File: src/rtl/tristate_bus_arbiter.sv
// -----------------------------------------------------------------------------
// tristate_bus_arbiter
//   Round-robin owner selection for a shared three-state bus. Produces the
//   active-low drive enables for the upstream tri-state driver stages, keeps
//   at most one driver active, inserts a one-cycle all-released turnaround
//   between owners and captures the bus only while an owner is driving.
//
// Parameters
//   NREQ      number of requesters / three-state drivers (2..8)
//   W         bus width
//   MAX_HOLD  maximum consecutive grant cycles per ownership (>= 1)
//
// Ports
//   clk         single clock, rising edge
//   rst         synchronous active-high reset, priority over all inputs
//   req         level request per requester
//   done        release request; only the current owner's bit is honoured
//   bus         shared bus as seen by the consumer
//   enable_n    active-low drive enable per driver stage (registered)
//   grant       one-hot grant, always ~enable_n (registered)
//   owner       index of current or last owner (registered)
//   bus_valid   an owner drives the bus this cycle (registered)
//   data_q      last captured bus value (registered)
//   data_valid  one-cycle strobe, data_q updated at the previous edge
// -----------------------------------------------------------------------------
module tristate_bus_arbiter #(
    parameter int unsigned NREQ     = 4,
    parameter int unsigned W        = 8,
    parameter int unsigned MAX_HOLD = 8
) (
    input  logic                                  clk,
    input  logic                                  rst,
    input  logic [NREQ-1:0]                       req,
    input  logic [NREQ-1:0]                       done,
    input  logic [W-1:0]                          bus,
    output logic [NREQ-1:0]                       enable_n,
    output logic [NREQ-1:0]                       grant,
    output logic [((NREQ > 1) ? $clog2(NREQ) : 1)-1:0] owner,
    output logic                                  bus_valid,
    output logic [W-1:0]                          data_q,
    output logic                                  data_valid
);

    localparam int unsigned OW = (NREQ > 1) ? $clog2(NREQ) : 1;
    localparam int unsigned HW = (MAX_HOLD > 1) ? $clog2(MAX_HOLD) : 1;

    typedef enum logic [1:0] {
        IDLE  = 2'd0,
        GRANT = 2'd1,
        TURN  = 2'd2
    } state_t;

    state_t         state;
    logic [OW-1:0]  ptr;
    logic [HW-1:0]  hold;

    logic [OW-1:0]   win_c;
    logic            found_c;
    logic [NREQ-1:0] win_oh_c;
    logic            any_req_c;
    logic            release_c;
    int unsigned     cand;

    // Round-robin pick: first set req bit starting just after the pointer.
    // The pointer's own requester is therefore considered last.
    always_comb begin
        win_c   = ptr;
        found_c = 1'b0;
        cand    = 0;
        for (int unsigned i = 0; i < NREQ; i++) begin
            cand = 32'(ptr) + i + 32'd1;
            if (cand >= NREQ) begin
                cand = cand - NREQ;
            end
            if (!found_c && req[OW'(cand)]) begin
                win_c   = OW'(cand);
                found_c = 1'b1;
            end
        end
    end

    assign any_req_c = |req;
    assign win_oh_c  = NREQ'(1) << win_c;

    // Ownership ends on the owner's done, a dropped request, or the hold limit.
    assign release_c = done[owner] || !req[owner] || (hold == HW'(MAX_HOLD - 1));

    // Ownership FSM with registered enables, grant and capture path.
    always_ff @(posedge clk) begin
        if (rst) begin
            state      <= IDLE;
            ptr        <= OW'(NREQ - 1);
            hold       <= '0;
            enable_n   <= '1;
            grant      <= '0;
            owner      <= '0;
            bus_valid  <= 1'b0;
            data_q     <= '0;
            data_valid <= 1'b0;
        end else begin
            // Capture only cycles in which an owner was driving.
            data_valid <= bus_valid;
            if (bus_valid) begin
                data_q <= bus;
            end

            case (state)
                IDLE, TURN: begin
                    if (any_req_c) begin
                        state     <= GRANT;
                        ptr       <= win_c;
                        owner     <= win_c;
                        grant     <= win_oh_c;
                        enable_n  <= ~win_oh_c;
                        bus_valid <= 1'b1;
                        hold      <= '0;
                    end else begin
                        state     <= IDLE;
                        grant     <= '0;
                        enable_n  <= '1;
                        bus_valid <= 1'b0;
                        hold      <= '0;
                    end
                end

                GRANT: begin
                    if (release_c) begin
                        // Turnaround: every driver released for one cycle.
                        state     <= TURN;
                        grant     <= '0;
                        enable_n  <= '1;
                        bus_valid <= 1'b0;
                        hold      <= '0;
                    end else begin
                        hold <= hold + HW'(1);
                    end
                end

                default: begin
                    state     <= IDLE;
                    grant     <= '0;
                    enable_n  <= '1;
                    bus_valid <= 1'b0;
                    hold      <= '0;
                end
            endcase
        end
    end

endmodule

File: config.mk
export PLATFORM = sky130hd
export DESIGN_NAME = tristate_bus_arbiter
export DESIGN_NICKNAME = d
export VERILOG_FILES = /design/src/rtl/tristate_bus_arbiter.sv
export SDC_FILE = /design/constraint.sdc
export NUM_CORES = 1
export LEC_CHECK = 0
export BUFFER_PORTS_ARGS = -buffer_cell sky130_fd_sc_hd__buf_2
export CAP_MARGIN = 10
export CORE_AREA = 2 2 48 50
export DETAILED_ROUTE_END_ITERATION = 10
export DIE_AREA = 0 0 50 52
export HOLD_SLACK_MARGIN = 0.15
export PLACE_DENSITY_LB_ADDON = 0.1
export RECOVER_POWER = 100
export SKIP_LAST_GASP = 1
export SLEW_MARGIN = 0
export SYNTH_ARGS = -nofsm -noshare
export SYNTH_HDL_FRONTEND = slang
export SYNTH_SLANG_ARGS = --single-unit
File: constraint.sdc
create_clock -name clk -period 5.15 [get_ports clk]
set_input_delay 0.515 -clock clk [delete_from_list [all_inputs] [get_ports clk]]
set_output_delay 0.515 -clock clk [all_outputs]
set_load 0.05 [all_outputs]
==> results of run 1 <==
layout make-up:
class                           instances  area (um2)
Timing Repair Buffer                   37         159
Sequential cell                        26         520
Tap cell                               28        35.0
Fill cell                             206         901
Multi-Input combinational cell         68         464
Clock buffer                            3        22.5
Inverter                                1        3.75
cell usage after synthesis:
cell,number,area (um2)
sky130_fd_sc_hd__o22a_1,2,17.5
sky130_fd_sc_hd__nand2_1,2,7.51
sky130_fd_sc_hd__a221oi_2,1,15.0
sky130_fd_sc_hd__o21ai_0,2,10.0
sky130_fd_sc_hd__or3_1,1,6.26
sky130_fd_sc_hd__or2b_1,3,22.5
sky130_fd_sc_hd__a2bb2oi_1,2,17.5
sky130_fd_sc_hd__a21boi_0,1,7.51
sky130_fd_sc_hd__nand2b_1,5,31.3
sky130_fd_sc_hd__ha_1,2,25.0
sky130_fd_sc_hd__nor4_1,1,6.26
sky130_fd_sc_hd__nor2b_1,1,6.26
sky130_fd_sc_hd__nor3_1,2,10.0
sky130_fd_sc_hd__o211ai_1,1,7.51
sky130_fd_sc_hd__and2_1,2,12.5
sky130_fd_sc_hd__a21oi_1,4,20.0
sky130_fd_sc_hd__mux4_2,1,22.5
sky130_fd_sc_hd__mux2i_1,8,80.1
sky130_fd_sc_hd__nor3_2,1,10.0
sky130_fd_sc_hd__a211o_1,1,8.76
sky130_fd_sc_hd__nand3_1,2,10.0
sky130_fd_sc_hd__a21o_1,1,7.51
sky130_fd_sc_hd__a211oi_1,1,7.51
sky130_fd_sc_hd__buf_2,1,5.00
sky130_fd_sc_hd__or2_2,2,12.5
sky130_fd_sc_hd__and3_1,1,6.26
sky130_fd_sc_hd__dfxtp_1,26,521
sky130_fd_sc_hd__a22o_1,2,17.5
sky130_fd_sc_hd__nor2_1,14,52.6
sky130_fd_sc_hd__o2bb2ai_1,2,17.5
sky130_fd_sc_hd__inv_1,1,3.75
sky130_fd_sc_hd__clkbuf_1,2,7.51
per-layer routing:
| metal | track usage (%) | routed length, um | vias to the layer above |
|---|---|---|---|
| met5 | 0 | 0 | - |
| met4 | 8.33 | 36 | 0 |
| met3 | 4.02 | 119 | 5 |
| met2 | 30.0 | 949 | 27 |
| met1 | 20.9 | 881 | 385 |
| li1 | - | - | 424 |
cell families after synthesis:
group	Yosys count	share of synthesized area, %
buffers and inverters	4	1.61
AO/OA/AOI/OAI	20	15.2
flip-flops	26	51.4
AND/OR/NAND/NOR	37	19.2
multiplexers	9	10.1
adder cells (fa/ha/maj)	2	2.47
registers in the layout (all words and copies together), names as in the netlist:
signal / count
data_q: 8
data_valid: 1
enable_n: 4
grant: 4
hold: 3
owner: 2
ptr: 2
state: 2
power by group:
| group | internal [mW] | switching (mW) | leakage, nW |
|---|---|---|---|
| logic | 0.0345 | 0.0861 | 0.269 |
| registers | 0.220 | 0.0159 | 0.213 |
| clock network | 0.0274 | 0.0515 | 0.0138 |
| total | 0.282 | 0.154 | 0.497 |
final timing paths:
| path | end | slack [ps] | from |
|---|---|---|---|
| worst max-delay path | bus_valid | 3090 | state[0] |
| worst min-delay path | data_q[2] | 430 | bus[2] |
| worst max register to register | grant[1] | 3190 | ptr[0] |
| worst min register to register | hold[0] | 440 | hold[0] |
==> summary by stage, run 1 <==
Setup path
The worst setup path is launched from a register. The data arrival time of the critical path is 1550 ps. At the worst endpoint, the required time is 4640 ps. The kind of cell with the highest combined delay along the critical path is flip-flops. The critical path in this run is classified as reg2out.

The critical-path maximum fanout is 13. The number of cells on the critical path is 1. For the worst flop-to-flop path, the logic depth is 4. The nature of the critical path endpoint is an output port.

The largest single stage delay on the critical path is 720 ps. Counting both buffers and inverters, the worst setup path holds a total of 1. On the critical path, the stage with the largest delay is an instance of sky130_fd_sc_hd__dfxtp_1.

The critical path goes through clkbuf_1.

Routing
Using the TritonRoute via totals, the vias-per-cell ratio works out to 5.16. The iteration-0 DRC count of the detailed router is 9. The total via count after detailed routing is 841. The detail route stage leaves a number of antenna-violating nets equal to 0.

The number of remaining DRC errors is 0. The final layout contains routed wiring with a total length of 1990 um. The number of search-and-repair iterations in the first detailed-routing pass is 4. The routed length per placed instance is 12.2 um.

Synthesis
In the synthesized netlist, the number of instances is 98. After synthesis, flip-flops and latches occupy 51.4% of the total area. The count of state elements after synthesis is 26. The synthesized area per cell is 10.3 um2. The distinct cell type count after synthesis is 32. Synthesis produced a netlist with a net count of 118. The summed instance area of the synthesized netlist is 1010 um2. For this run, the number of Yosys warnings is 0.

Clock tree
Once the clock tree was built, the resizer swapped 0 gates to a different size. The count of H-tree levels built during CTS is 1. TritonCTS built the clock tree. The clock passes through at most 2 buffers. The number of buffers inserted by hold repair at cts is 0. The count of buffers added by post-CTS timing repair for setup is 0. For this design, the sink count on the clock tree is 26.

The insertion delay to the later sink of the worst-skew pair is 310 ps. The root buffer cell chosen for the clock tree is sky130_fd_sc_hd__clkbuf_4. Clock-pin slew was measured on the worst setup and hold paths at 120 ps. The clock buffer count from CTS is 3.

Finish
Leaving out fill and tap cells, the most frequent cell in the layout is sky130_fd_sc_hd__dfxtp_1. The share of layout cells above drive strength 1 is 16.3%. In the layout the commonest cells are sky130_fd_sc_hd__dfxtp_1, sky130_fd_sc_hd__clkbuf_1, sky130_fd_sc_hd__buf_2. The number of non-filler instances in the completed layout is 163. The number of nets in the final layout is 157. The final instance area is 1200 um2. The area overhead of the layout relative to synthesis is 19.0%. The repair_antennas step left the layout with diodes totalling 0. The final design utilization is 57.2%.

Placement
Routability-driven placement finished with a final weighted congestion of 0.745. The minimum setup slack after placement is 3080 ps. The placed cell count is 160. The detailed placement HPWL is 1550 um.

The count of input and output buffers is 37. The area after detailed placement is 1220 um2.

Power
Power spread over the standard cell area amounts to 361 nW/um2. Across the VDD grid, the largest voltage drop is 0.000221 V. The post-layout total power is 0.435 mW. The static power due to leakage is 0.497 nW.

Min path
The count of cells along the worst hold path is 3. The path class of the tightest hold or removal check is in2reg.

STA
In the final timing run, aggregate negative setup slack is 0 ps. The share of the cycle needed by the critical path after routing is 40.1%. The total count of hold-check failures in the final report came to 0. The shortest period the worst path allows is 2060 ps. The worst path meets setup with 3090 ps of slack. The actual transition at the worst max-transition pin is 1250 ps. The total count of max-transition violations in the final report is 0. The maximum clock frequency is 0.484 GHz. Setup violations remaining at the end of the flow were counted as 0. Setup repair after global routing left no endpoint under its margin. The worst hold slack across all endpoints is 434 ps.

Measured against its own limit, the worst slew margin works out to 16.7%. The post-route clock skew is 1.43 ps.

Global routing
The number of antenna violations at the first check in global routing came to 0. The number of global-route vias before repair was 815. The overflow left after global routing is 0. Global routing used 17.6% of the available tracks.

The wire length of the first global-routing pass is 3430 um. Entering global routing, the biggest net connects 17 pins.

Die
The die boundary height is 52 um. The floorplan step defined a core boundary enclosing 2110 um2. For this configuration, the core starts out at a cell density of 48.1%. The horizontal die dimension is 50 um. The row count is 17.

The count of boundary I/O pins is 38. The floorplan die area is 2600 um2.

Run
Max-cap violations in this run came to 0.

Run status
The run finished with clean final reports.
Note: power is estimated with default switching activity, not from simulation.
==> run 2: changes to the inputs <==
- ABC_AREA: unset -> 1
- CORE_AREA: 2 2 48 50 -> 2 2 53 55
- DIE_AREA: 0 0 50 52 -> 0 0 55 57
- clock period: 5.15 -> 2 ns (I/O delays scaled with it)
==> run 2 against run 1 <==
Compared with the run above:
- global-route usage up 1.9 points
- synthesized cell count up 72%
- area after synthesis rose by 21%
- non-clock buffer count is 10 higher
- first-iteration DRC count rose by 130%
- worst hold slack lost 65 ps
- utilization up 1.6 points
- critical path type is now reg2reg
- largest cell class is now multi-input gates
- highest routed layer unchanged
==> summary by stage, run 2 <==
Global routing
The layer with the highest usage is met2. The met2 demand-to-capacity share in global routing is 35.4%. Global routing used 19.5% of the available tracks. Global routing finished with a remaining overflow of 0. The number of antenna violations at the first check in global routing is 0. The number of global-route vias before repair is 1124.

For met3 alone, demand over resource in global routing was 3.66%. The wire length of the first global-routing pass is 4520 um. In the global route stage, met1 resource usage came out at 21.7%. The pin count of the biggest net entering global routing is 16.

Synthesis
Of all flip-flops after synthesis, the portion carrying an async set or reset was 0%. The sequential cell area fraction in the yosys report is 42.5%. Synthesis produced a netlist with a net count of 189.

The number of flops mapped to enable cells by yosys is 0. During synthesis, Yosys emitted a total of 0 warnings. By area the synthesized netlist is led by sky130_fd_sc_hd__dfxtp_1, sky130_fd_sc_hd__nand2_1, sky130_fd_sc_hd__nor2_1, sky130_fd_sc_hd__nand2_2, sky130_fd_sc_hd__nand3_1. The most common cell in the netlist is sky130_fd_sc_hd__nand2_1. The commonest cells after synthesis are sky130_fd_sc_hd__nand2_1, sky130_fd_sc_hd__nor2_1, sky130_fd_sc_hd__dfxtp_1, sky130_fd_sc_hd__inv_1, sky130_fd_sc_hd__nand2_2.

Averaged over all synthesized cells, the footprint is 7.25 um2. Synthesis inferred 26 register bits. The summed instance area of the synthesized netlist is 1220 um2. The portion of synthesized cell area occupied by the leading cell type is 42.5%.

The distinct cell type count after synthesis is 22. The largest total area in the synthesized netlist belongs to sky130_fd_sc_hd__dfxtp_1. Among all flip-flop cells after synthesis, the most frequent one is sky130_fd_sc_hd__dfxtp_1.

The post-synthesis cell count is 169.

Run
Max-cap violations in this run came to 0.

Routing
In the routed layout, each cell is associated on average with a via count of 4.85. The routed length per placed instance is 11.3 um. The number of search-and-repair iterations in the first detailed-routing pass is 4. Wires add up to 2800 um. The iteration-0 DRC count of the detailed router is 21.

The post-route antenna net violation count is 0. In the routed design, unresolved DRC markers number 0. The total via count after detailed routing is 1202.

Clock tree
In this run the number of H-tree levels came out at 1. The clock buffer count from CTS is 3. TritonCTS built the clock tree.

The longest clock path from root to sink contains 2 buffers. Clock tree synthesis selected as its root buffer the cell sky130_fd_sc_hd__clkbuf_4. For the worst-skew pair, the clock arrives at the later sink with an insertion delay of 310 ps.

The count of buffers added by post-CTS timing repair for setup is 0. The clock-pin slew of the registers on the worst-case setup and hold paths is 140 ps. Clock tree synthesis found a total of 26 sinks.

Power
Summed over all cells, the static leakage comes to 0.737 nW. For this design the ratio of total power to cell area is 1610 nW/um2. The highest ir drop seen on vdd is 0.000926 V.

Run status
The run finished with clean final reports.

STA
The total count of max-transition violations in the final report is 0. Setup repair after global routing left no endpoint under its margin. The total count of hold-check failures in the final report was 0. Based on the critical path, the design can be clocked at up to 0.551 GHz. The final critical path takes up 90.8% of the cycle. Setup violations remaining at the end of the flow were counted as 0. The total negative slack for setup checks is 0 ps. The worst-case headroom to the max-slew limit is 59.8%. At the pin with the least slew margin, the transition time is 605 ps. The post-route clock skew is 9.86 ps.

After layout, the minimum clock period comes to 1820 ps.

Finish
The total inserted antenna cells is 0. From synthesis to final layout, the design area changed by 25.5%. In the final layout, the share of cells above drive strength 1 is 18.4%.

The net count of the finished layout is 238. The register with the most flip-flops in the layout has 8 of them. In the layout the commonest cells are sky130_fd_sc_hd__nand2_1, sky130_fd_sc_hd__nor2_1, sky130_fd_sc_hd__dfxtp_1. After routing the design area is 1540 um2. The final design utilization is 58.8%. Leaving out fill and tap cells, the most frequent cell in the layout is sky130_fd_sc_hd__nand2_1. The largest registers in the layout are data_q (8), enable_n (4), grant (4).

Counting flops per register, the top entry is data_q.

Die
The floorplan step defined a die boundary enclosing 3140 um2. The initial utilization of the core area, before any placement, comes to 46.8%. The die is 57 um tall. The core region is 2620 um2. Measured along the x axis, the die boundary spans 55 um. The floorplan has 19 rows. During I/O placement, the number of pins put on the boundary was 38.

Setup path
The critical-path maximum fanout is 6. STA classifies the critical path startpoint as a register. STA classifies the critical path endpoint as a register. The data arrival time of the critical path is 2040 ps. The required time of the worst setup path is 2220 ps. The critical path is of the reg2reg type.

Placement
Detailed placement finished with a half-perimeter wire length of 2080 um. The area after detailed placement is 1440 um2. The count of input and output buffers is 37. Routability-driven placement finished with a final weighted congestion of 0.801.

Min path
The path category of the worst min-delay check is in2reg.
[run 2: cells by family (layout without fill, tap and decap cells)]
kind of cell             count (synthesis)  count (layout)  synth area share (%)
adder cells (fa/ha/maj)                  2               2                  2.04
buffers and inverters                   17              65                  6.23
AO/OA/AOI/OAI                           21              21                  9.91
flip-flops                              26              26                  42.5
AND/OR/NAND/NOR                        103             103                  39.3
[run 2: cell type report]
class                   instances  area, um2
clock buffers                   3       22.5
clock inverters                 1       30.0
fillers                       252       1080
inverters                      14       57.6
multi-input cells             126        616
flip-flops and latches         26        520
well taps                      31       38.8
repair buffers                 47        253
[run 2: layer usage]
metal	up-vias	wire, um
met3	4	84
li1	628	-
met4	0	28
met2	21	1510
met1	549	1180
met5	-	0
[run 2: power by group]
part	internal, mW	total [mW]	switching [mW]
combinational	0.342	1.36	1.02
sequential	0.656	0.768	0.112
clock	0.203	0.351	0.148
total	1.20	2.48	1.28
[run 2: critical path, stage by stage (launching register included)]
cell	delay, ps
sky130_fd_sc_hd__dfxtp_1	340
sky130_fd_sc_hd__ha_1	190
sky130_fd_sc_hd__ha_1	180
sky130_fd_sc_hd__nor3_1	170
sky130_fd_sc_hd__nand3_1	190
sky130_fd_sc_hd__nor2_1	300
sky130_fd_sc_hd__inv_1	180
sky130_fd_sc_hd__nor2_1	120
sky130_fd_sc_hd__a21oi_1	50
[run 2: timing repair]
action	in CTS	in global routing
gates resized for setup	0	0
endpoints found under the hold margin	12	0
hold buffers	9	0
[run 2: metrics by stage]
stage               worst slack, ps  hold slack [ps]  std cells  power [mW]
finish                          184              370        248        2.48
detailed placement              219              414        235        2.20
CTS                             199              346        248        2.57
floorplan                       250              262        169        1.93
global placement                208              410        235        2.16
global route                   46.6              412        248        2.66
[run 2: path summary, 6_finish.rpt]
check          start          end  slack [ps]  cells after the start
max          hold[0]  enable_n[0]         180                      8
min          done[0]     state[0]         370                      4
max reg2reg  hold[0]  enable_n[0]         180                      8
min reg2reg  hold[0]      hold[0]         440                      1
